[config.mk]
export PLATFORM = sky130hd
export DESIGN_NAME = serial_tx_piso
export DESIGN_NICKNAME = d
export VERILOG_FILES = /design/src/rtl/serial_tx_piso.sv
export SDC_FILE = /design/constraint.sdc
export NUM_CORES = 1
export LEC_CHECK = 0
export ABC_AREA = 0
export BUFFER_PORTS_ARGS = -buffer_cell sky130_fd_sc_hd__buf_2
export CAP_MARGIN = 20
export CELL_PAD_IN_SITES_DETAIL_PLACEMENT = 0
export CELL_PAD_IN_SITES_GLOBAL_PLACEMENT = 1
export CORE_ASPECT_RATIO = 1.1
export CORE_UTILIZATION = 44
export DETAILED_ROUTE_END_ITERATION = 6
export HOLD_SLACK_MARGIN = 0.08
export PLACE_DENSITY = 0.89
export SLEW_MARGIN = 10
export SYNTH_ARGS = -nofsm -noshare
export SYNTH_HDL_FRONTEND = slang
export SYNTH_SLANG_ARGS = --single-unit
[constraint.sdc]
create_clock -name clk -period 2.3 [get_ports clk]
set_input_delay 0.115 -clock clk [delete_from_list [all_inputs] [get_ports clk]]
set_output_delay 0.115 -clock clk [all_outputs]
set_load 0.01 [all_outputs]
[src/rtl/serial_tx_piso.sv]
// serial_tx_piso: frame transmitter sending a start bit, WIDTH data bits LSB-first, then stop bit(s).
// Define SERIAL_TX_PARITY_EN to insert an even-parity bit between the data and stop bits.
module serial_tx_piso #(
    parameter int WIDTH     = 4,
    parameter int STOP_BITS = 1
) (
    input  logic             clk,
    input  logic             rst,
    input  logic             load,
    input  logic [WIDTH-1:0] I,
    output logic             sout,
    output logic             busy,
    output logic             done
);
    localparam int CW = $clog2(WIDTH);
    localparam logic [2:0] IDLE  = 3'd0;
    localparam logic [2:0] START = 3'd1;
    localparam logic [2:0] DATA  = 3'd2;
    localparam logic [2:0] STOP  = 3'd3;
`ifdef SERIAL_TX_PARITY_EN
    localparam logic [2:0] PARITY = 3'd4;
    logic par;
`endif
    logic [2:0]       state;
    logic [WIDTH-1:0] sr;
    logic [CW-1:0]    cnt;
    // sout is registered, so each edge loads the value for the cycle that follows it
    always_ff @(posedge clk) begin
        if (!rst) begin
            state <= IDLE;
            sr    <= '0;
            cnt   <= '0;
            sout  <= 1'b1;
            busy  <= 1'b0;
            done  <= 1'b0;
`ifdef SERIAL_TX_PARITY_EN
            par   <= 1'b0;
`endif
        end else begin
            done <= 1'b0;
            case (state)
                IDLE: if (load) begin
                    state <= START;
                    sr    <= I;
                    sout  <= 1'b0;
                    busy  <= 1'b1;
`ifdef SERIAL_TX_PARITY_EN
                    par   <= ^I;
`endif
                end
                START: begin
                    state <= DATA;
                    cnt   <= '0;
                    sout  <= sr[0];
                    sr    <= sr >> 1;
                end
                DATA: if (cnt == CW'(WIDTH - 1)) begin
                    cnt   <= '0;
`ifdef SERIAL_TX_PARITY_EN
                    state <= PARITY;
                    sout  <= par;
`else
                    state <= STOP;
                    sout  <= 1'b1;
`endif
                end else begin
                    cnt  <= cnt + 1'b1;
                    sout <= sr[0];
                    sr   <= sr >> 1;
                end
`ifdef SERIAL_TX_PARITY_EN
                PARITY: begin
                    state <= STOP;
                    sout  <= 1'b1;
                end
`endif
                STOP: if (cnt == CW'(STOP_BITS - 1)) begin
                    state <= IDLE;
                    cnt   <= '0;
                    busy  <= 1'b0;
                    done  <= 1'b1;
                end else begin
                    cnt <= cnt + 1'b1;
                end
                default: begin
                    state <= IDLE;
                    sout  <= 1'b1;
                    busy  <= 1'b0;
                end
            endcase
        end
    end
endmodule

==> impl_metrics.json, run 1 <==
{
  "crit_path_max_fanout": 5,
  "dr.pass1.iters": 2,
  "synth_area_leaders": "dfxtp_1 (33%), ha_1 (19%), mux2i_1 (7.4%), nand2_1 (6.1%), mux2_2 (5.0%)",
  "layout.nets": 98,
  "ys_seq_area_share_pct": 32.8,
  "coreArea_um2": 1400,
  "gr-total-overflow": 0,
  "worst_ep_arrival_time_ns": 1.77,
  "drive_gt1_share_pct": 23.8,
  "postLayoutCellArea_um2": 742,
  "start_util_pct": 47.9,
  "ant_nets": 0,
  "fin_crit_ns": 1.61,
  "drc": 0,
  "hold_path.class": "in2reg",
  "async_reset_ff_share_pct": 0,
  "rsz0062_at_grt": "no",
  "worstMarginPinSlew_ns": 0.284,
  "power_frac_clock_pct": 16.1,
  "r2r_start": "state[0]",
  "leakage_nw": 0.345,
  "yosys_warnings": 0,
  "netSwitchingPower_w": 0.000294,
  "synth_fp_nets": 87,
  "drt_wl_total_mm": 1.06,
  "clkLatencyLatePin_ns": 0.27,
  "r2r_setup_slack_ns": 0.69,
  "htree_levels": 1,
  "cts_inserted_buffers": 3,
  "yosys_most_used_dff": "dfxtp_1",
  "switching_share_pct": 36.0,
  "track_usage_pct": 17.3,
  "grt_first_pass_wirelength_mm": 1.93,
  "dpl_worst_slack_ns": 0.684,
  "io_pins": 10,
  "antenna_found_initial": 0,
  "diodes": 0,
  "cts.clk_slew.worst_paths_ns": 0.07,
  "die_h_um": 43.0,
  "dieArea_um2": 1690,
  "seqPwrFrac_pct": 36.0,
  "hold_viol": 0,
  "vdd_ir_drop_max_mv": 0.482,
  "cts_setup_buffers": 0,
  "worstPathRequired_ns": 2.46,
  "critPathKind": "reg2reg",
  "grt_pass1_vias": 474,
  "post_dp_cell_area_um2": 716,
  "ys_ff_latch": 11,
  "final.setup.tns_ns": 0,
  "port_buffers": 9,
  "routedWlPerCell_um": 11.0,
  "synth_cells": 70,
  "via_per_inst": 5.15,
  "p_int_w": 0.000524,
  "die_x_um": 39.3,
  "cp-end-kind": "flip-flop",
  "setup_ws_ns": 0.692,
  "relSlewSlack_pct": 81.0,
  "cts.repair.resized": 0,
  "clock_skew_ns": 0.00426,
  "row_count": 14,
  "slew_violations": 0,
  "clockRootBuffer": "clkbuf_4",
  "cp-startpoint": "state[0]",
  "cts_hold_buffers": 0,
  "cts_tree": "done",
  "syn-cell-area_um2": 672,
  "powerDensity_nw_per_um2": 1100,
  "gp_congestion": 0.771,
  "synthDistinctLibCells": 27,
  "status": "completed",
  "drtIter0Drc": 7,
  "hpwl_um": 832,
  "areaGrowthSynthToFinish_pct": 10.4,
  "clockBufferDepth": 2,
  "fin_crit_sh_pct": 69.9,
  "combinationalPowerShare_pct": 48.0,
  "synth_top_cell_by_area": "dfxtp_1",
  "setup_viol": 0,
  "grt_max_degree": 17,
  "yosys.area.top_type_share_pct": 32.8,
  "vias": 494,
  "crit_path_start_kind": "flip-flop",
  "timing.fmax_mhz": 622,
  "cap_violations": 0,
  "total_power_w": 0.000817,
  "synth-edff-count": 0,
  "synth_common_cells": "dfxtp_1 (11), nand2_1 (11), ha_1 (10)",
  "numClockSinks": 11,
  "fillCellCount": 145,
  "syn_avg_cell_area_um2": 9.60,
  "hp-start": "I[3]"
}
[layout by cell type, fill, tap and decap left out]
master | synthesis | routed
nor2b_1 | 1 | 1
a211o_1 | 1 | 1
and2b_1 | 1 | 1
o21a_1 | 2 | 2
nand3_1 | 1 | 1
nor2b_4 | 1 | 1
clkbuf_4 | 0 | 3
mux2i_1 | 5 | 5
nand2_1 | 11 | 11
or3b_1 | 1 | 1
clkbuf_1 | 0 | 1
inv_1 | 5 | 5
o41ai_1 | 1 | 1
ha_1 | 10 | 10
o21ai_0 | 1 | 1
nor3b_1 | 1 | 1
o31a_2 | 2 | 2
buf_2 | 1 | 9
a21oi_1 | 2 | 2
a22oi_1 | 1 | 1
dfxtp_1 | 11 | 11
nor2_1 | 2 | 2
and3_1 | 1 | 1
o32a_2 | 1 | 1
nand3b_1 | 1 | 1
nor3_1 | 1 | 1
mux2_2 | 3 | 3
[power by group through the flow]
stage | combinational [W] | sequential, W | clock, W
final | 0.000392 | 0.000294 | 0.000131
after global routing | 0.000448 | 0.000305 | 0.000141
after CTS | 0.000401 | 0.000294 | 0.000134
after detailed placement | 0.000399 | 0.000299 | 0
after global placement | 0.000392 | 0.000296 | 0
after floorplan | 0.000333 | 0.000299 | 0
[final cells by class]
class	instances	area [um2]	area share (%)
clock buffers	4	26.3	3.54
inverters	5	18.8	2.53
multi-input cells	51	412	55.5
flip-flops and latches	11	220	29.7
well taps	16	20.0	2.70
repair buffers	9	45.0	6.07
[layer usage]
metal | vias up | global-route usage [%] | routed length [um]
li1 | 257 | - | -
met4 | 0 | 12.4 | 34
met3 | 5 | 4.71 | 37
met2 | 9 | 26.0 | 527
met1 | 223 | 20.3 | 460
met5 | - | 0 | 0
[per-stage QoR]
step	cells	hold WS, ns	util, %
after global routing	96	0.131	52.9
after CTS	96	0.115	52.9
final	96	0.110	52.9
after global placement	92	0.397	51.1
after floorplan	70	0.267	-
after detailed placement	92	0.402	51.1
[path summary, 6_finish.rpt]
path / endpoint / cells past startpoint
setup / recovery: sout / 5
setup reg to reg: sout / 5
hold / removal: sr[3] / 3
hold reg to reg: sr[3] / 2
[kinds of logic after synthesis]
logic type | Yosys count | synth area share [%]
simple gates | 22 | 17.3
compound gates | 11 | 12.8
flops | 11 | 32.8
fa+ha+maj | 10 | 18.6
buf+inv | 8 | 5.96
mux | 8 | 12.5
[state kept, by name (all words and copies together) (netlist names)]
| register | cells |
|---|---|
| cnt | 2 |
| state | 2 |
| sr | 4 |
| busy | 1 |
| sout | 1 |
| done | 1 |
[critical path, cell delays in order (launching register included)]
cell,delay (ns)
dfxtp_1,0.41
inv_1,0.10
ha_1,0.25
nor2b_4,0.15
a211o_1,0.37
o32a_2,0.22
No activity file was read; power rests on OpenSTA's default activity.
==> run 2: changes to the inputs <==
CORE_UTILIZATION = 37   (was 44)
PLACE_DENSITY = 0.81   (was 0.89)
clock period = 1.36 ns   (was 2.3 ns; I/O delays follow)
==> run 2 against run 1 <==
The flow now finishes with violations (negative setup slack). Count of clock-buffer cells in the layout unchanged. Global-route usage about the same. Design area increased by 26%. Non-clock buffer count increased by 12. Combinational power increased to 2.8 times the previous value. Utilization increased by 4.5 points. Largest cell class unchanged.
==> impl_metrics.json, run 2 (same netlist as run 1, synthesis figures left out) <==
{
  "status": "complete, but fails checks",
  "violations": "negative setup slack",
  "cts_tree": "done",
  "cts_inserted_buffers": 3,
  "setup_ws_ns": -0.0456,
  "fin_crit_ns": 1.41,
  "holdPathEnd": "state[1]",
  "hold_path.class": "in2reg",
  "clockBufferDepth": 2,
  "reg2reg_depth": 5,
  "gr-total-overflow": 0,
  "track_usage_pct": 17.3,
  "drtIter0Drc": 7,
  "worstMarginPinSlew_ns": 0.288,
  "hpwl_um": 966,
  "areaGrowthSynthToFinish_pct": 39.7,
  "cp-end-kind": "flip-flop",
  "worstPathRequired_ns": 1.53,
  "coreArea_um2": 1630,
  "drt_wl_total_mm": 1.54,
  "top_regs": "sr: 4 flops, cnt: 2 flops, state: 2 flops",
  "largest_register": "sr",
  "clockRootBuffer": "clkbuf_4",
  "hp-start": "rst",
  "row_count": 15,
  "dieArea_um2": 1990,
  "crit_path_max_fanout": 5,
  "crit_path_start_kind": "flip-flop",
  "fillCellCount": 136,
  "r2r_setup_slack_ns": -0.05,
  "power_frac_clock_pct": 13.2,
  "grt_first_pass_wirelength_mm": 2.43,
  "cp-startpoint": "state[1]",
  "drive_gt1_share_pct": 45.7,
  "cts.clk_slew.worst_paths_ns": 0.09,
  "port_buffers": 9,
  "leakage_nw": 0.415,
  "netSwitchingPower_w": 0.000679,
  "final.setup.tns_ns": -0.0606,
  "hold_slack_ns": 0.171,
  "rsz0062_at_grt": "yes",
  "dr.pass1.iters": 3,
  "final_cell_mix": "nand2_1 (11), buf_4 (10), dfxtp_1 (9), buf_2 (9), ha_1 (6)",
  "cap_violations": 0,
  "relSlewSlack_pct": 80.8,
  "fin_crit_sh_pct": 103,
  "grt_max_degree": 17,
  "cp_slowest_stage_delay_ns": 0.40,
  "numClockSinks": 11,
  "gp_congestion": 0.803,
  "largest_reg_flops": 4,
  "drc": 0,
  "vdd_ir_drop_max_mv": 0.964,
  "start_util_pct": 41.1,
  "hold_viol": 0,
  "diodes": 0,
  "combinationalPowerShare_pct": 58.5,
  "slew_violations": 0,
  "htree_levels": 1,
  "layout.nets": 110,
  "via_per_inst": 5.17,
  "timing.fmax_mhz": 711,
  "powerDensity_nw_per_um2": 1980,
  "layout_commonest_cell": "nand2_1",
  "vias": 563,
  "die_x_um": 42.6,
  "setup_viol": 2,
  "antenna_found_initial": 0,
  "timing.critical_path.cells": "inv_4, ha_4, nor2b_4, a211o_4, o32a_4",
  "fin_util_pct": 57.5,
  "r2r_start": "state[1]",
  "critPathKind": "reg2reg",
  "worst_ep_arrival_time_ns": 1.57,
  "whs_path_depth": 3,
  "reg2reg_to": "sout",
  "seqPwrFrac_pct": 28.3,
  "clock_skew_ns": 0.00783,
  "p_int_w": 0.00118,
  "clkLatencyLatePin_ns": 0.28,
  "total_power_w": 0.00186,
  "ant_nets": 0,
  "io_pins": 10,
  "die_h_um": 46.7,
  "grt_pass1_vias": 535,
  "routedWlPerCell_um": 14.1,
  "switching_share_pct": 36.5,
  "slowest_stage": "dfxtp_4"
}
-- run 2: critical path, delay by kind of cell (launching register included) --
family                   cells  cell delay, ns
AO/OA/AOI/OAI                2            0.54
AND/OR/NAND/NOR              1            0.13
flip-flops                   1            0.40
buffers and inverters        1            0.06
adder cells (fa/ha/maj)      1            0.15
-- run 2: worst max path at each step --
stage	endpoint	slack, ns	cells after the start
3_5_place_dp	sr[1]	-0.1	5
6_report	sout	-0.05	5
2_1_floorplan	sout	-0.01	6
3_3_place_gp	sr[2]	-0.09	5
4_1_cts	sout	-0.02	5
5_1_grt	sout	-0.08	5
-- run 2: area by class of cell --
class / instances / area, um2 / area share, %
clock buffer: 4 / 26.3 / 2.80
timing repair buffer: 21 / 141 / 15.1
tap: 17 / 21.3 / 2.27
inverter: 5 / 23.8 / 2.53
sequential: 11 / 228 / 24.3
multi-input combinational: 51 / 498 / 53.1
-- run 2: per-stage QoR --
stage                     std cells  instance area (um2)  setup WS [ns]
after floorplan                  70                  696        -0.0117
after global placement          100                  785        -0.0860
after detailed placement        100                  785        -0.0992
after CTS                       105                  862        -0.0198
after global routing            109                  938        -0.0767
final                           109                  938        -0.0456
-- run 2: power by group through the flow --
stage | sequential [W] | combinational [W] | clock (W)
2_1_floorplan | 0.000517 | 0.000633 | 0
3_3_place_gp | 0.000505 | 0.000809 | 0
3_5_place_dp | 0.000508 | 0.000816 | 0
4_1_cts | 0.000516 | 0.000929 | 0.000247
5_1_grt | 0.000537 | 0.00117 | 0.000261
6_report | 0.000527 | 0.00109 | 0.000246
-- run 2: routing by layer --
layer | track usage (%) | wire [um] | part of all wire [%]
met1 | 20.3 | 668 | 43
met2 | 27.9 | 778 | 51
met3 | 3.53 | 40 | 2.6
met4 | 13.1 | 49 | 3.2
met5 | 0 | 0 | 0
-- run 2: what timing repair did --
item                                    CTS  global route
hold buffers                              1             0
setup buffers                             0             4
endpoints found under the setup margin    9             9
pin swaps                                 1             4
gates resized for setup                   7            10
endpoints found under the hold margin     1             0
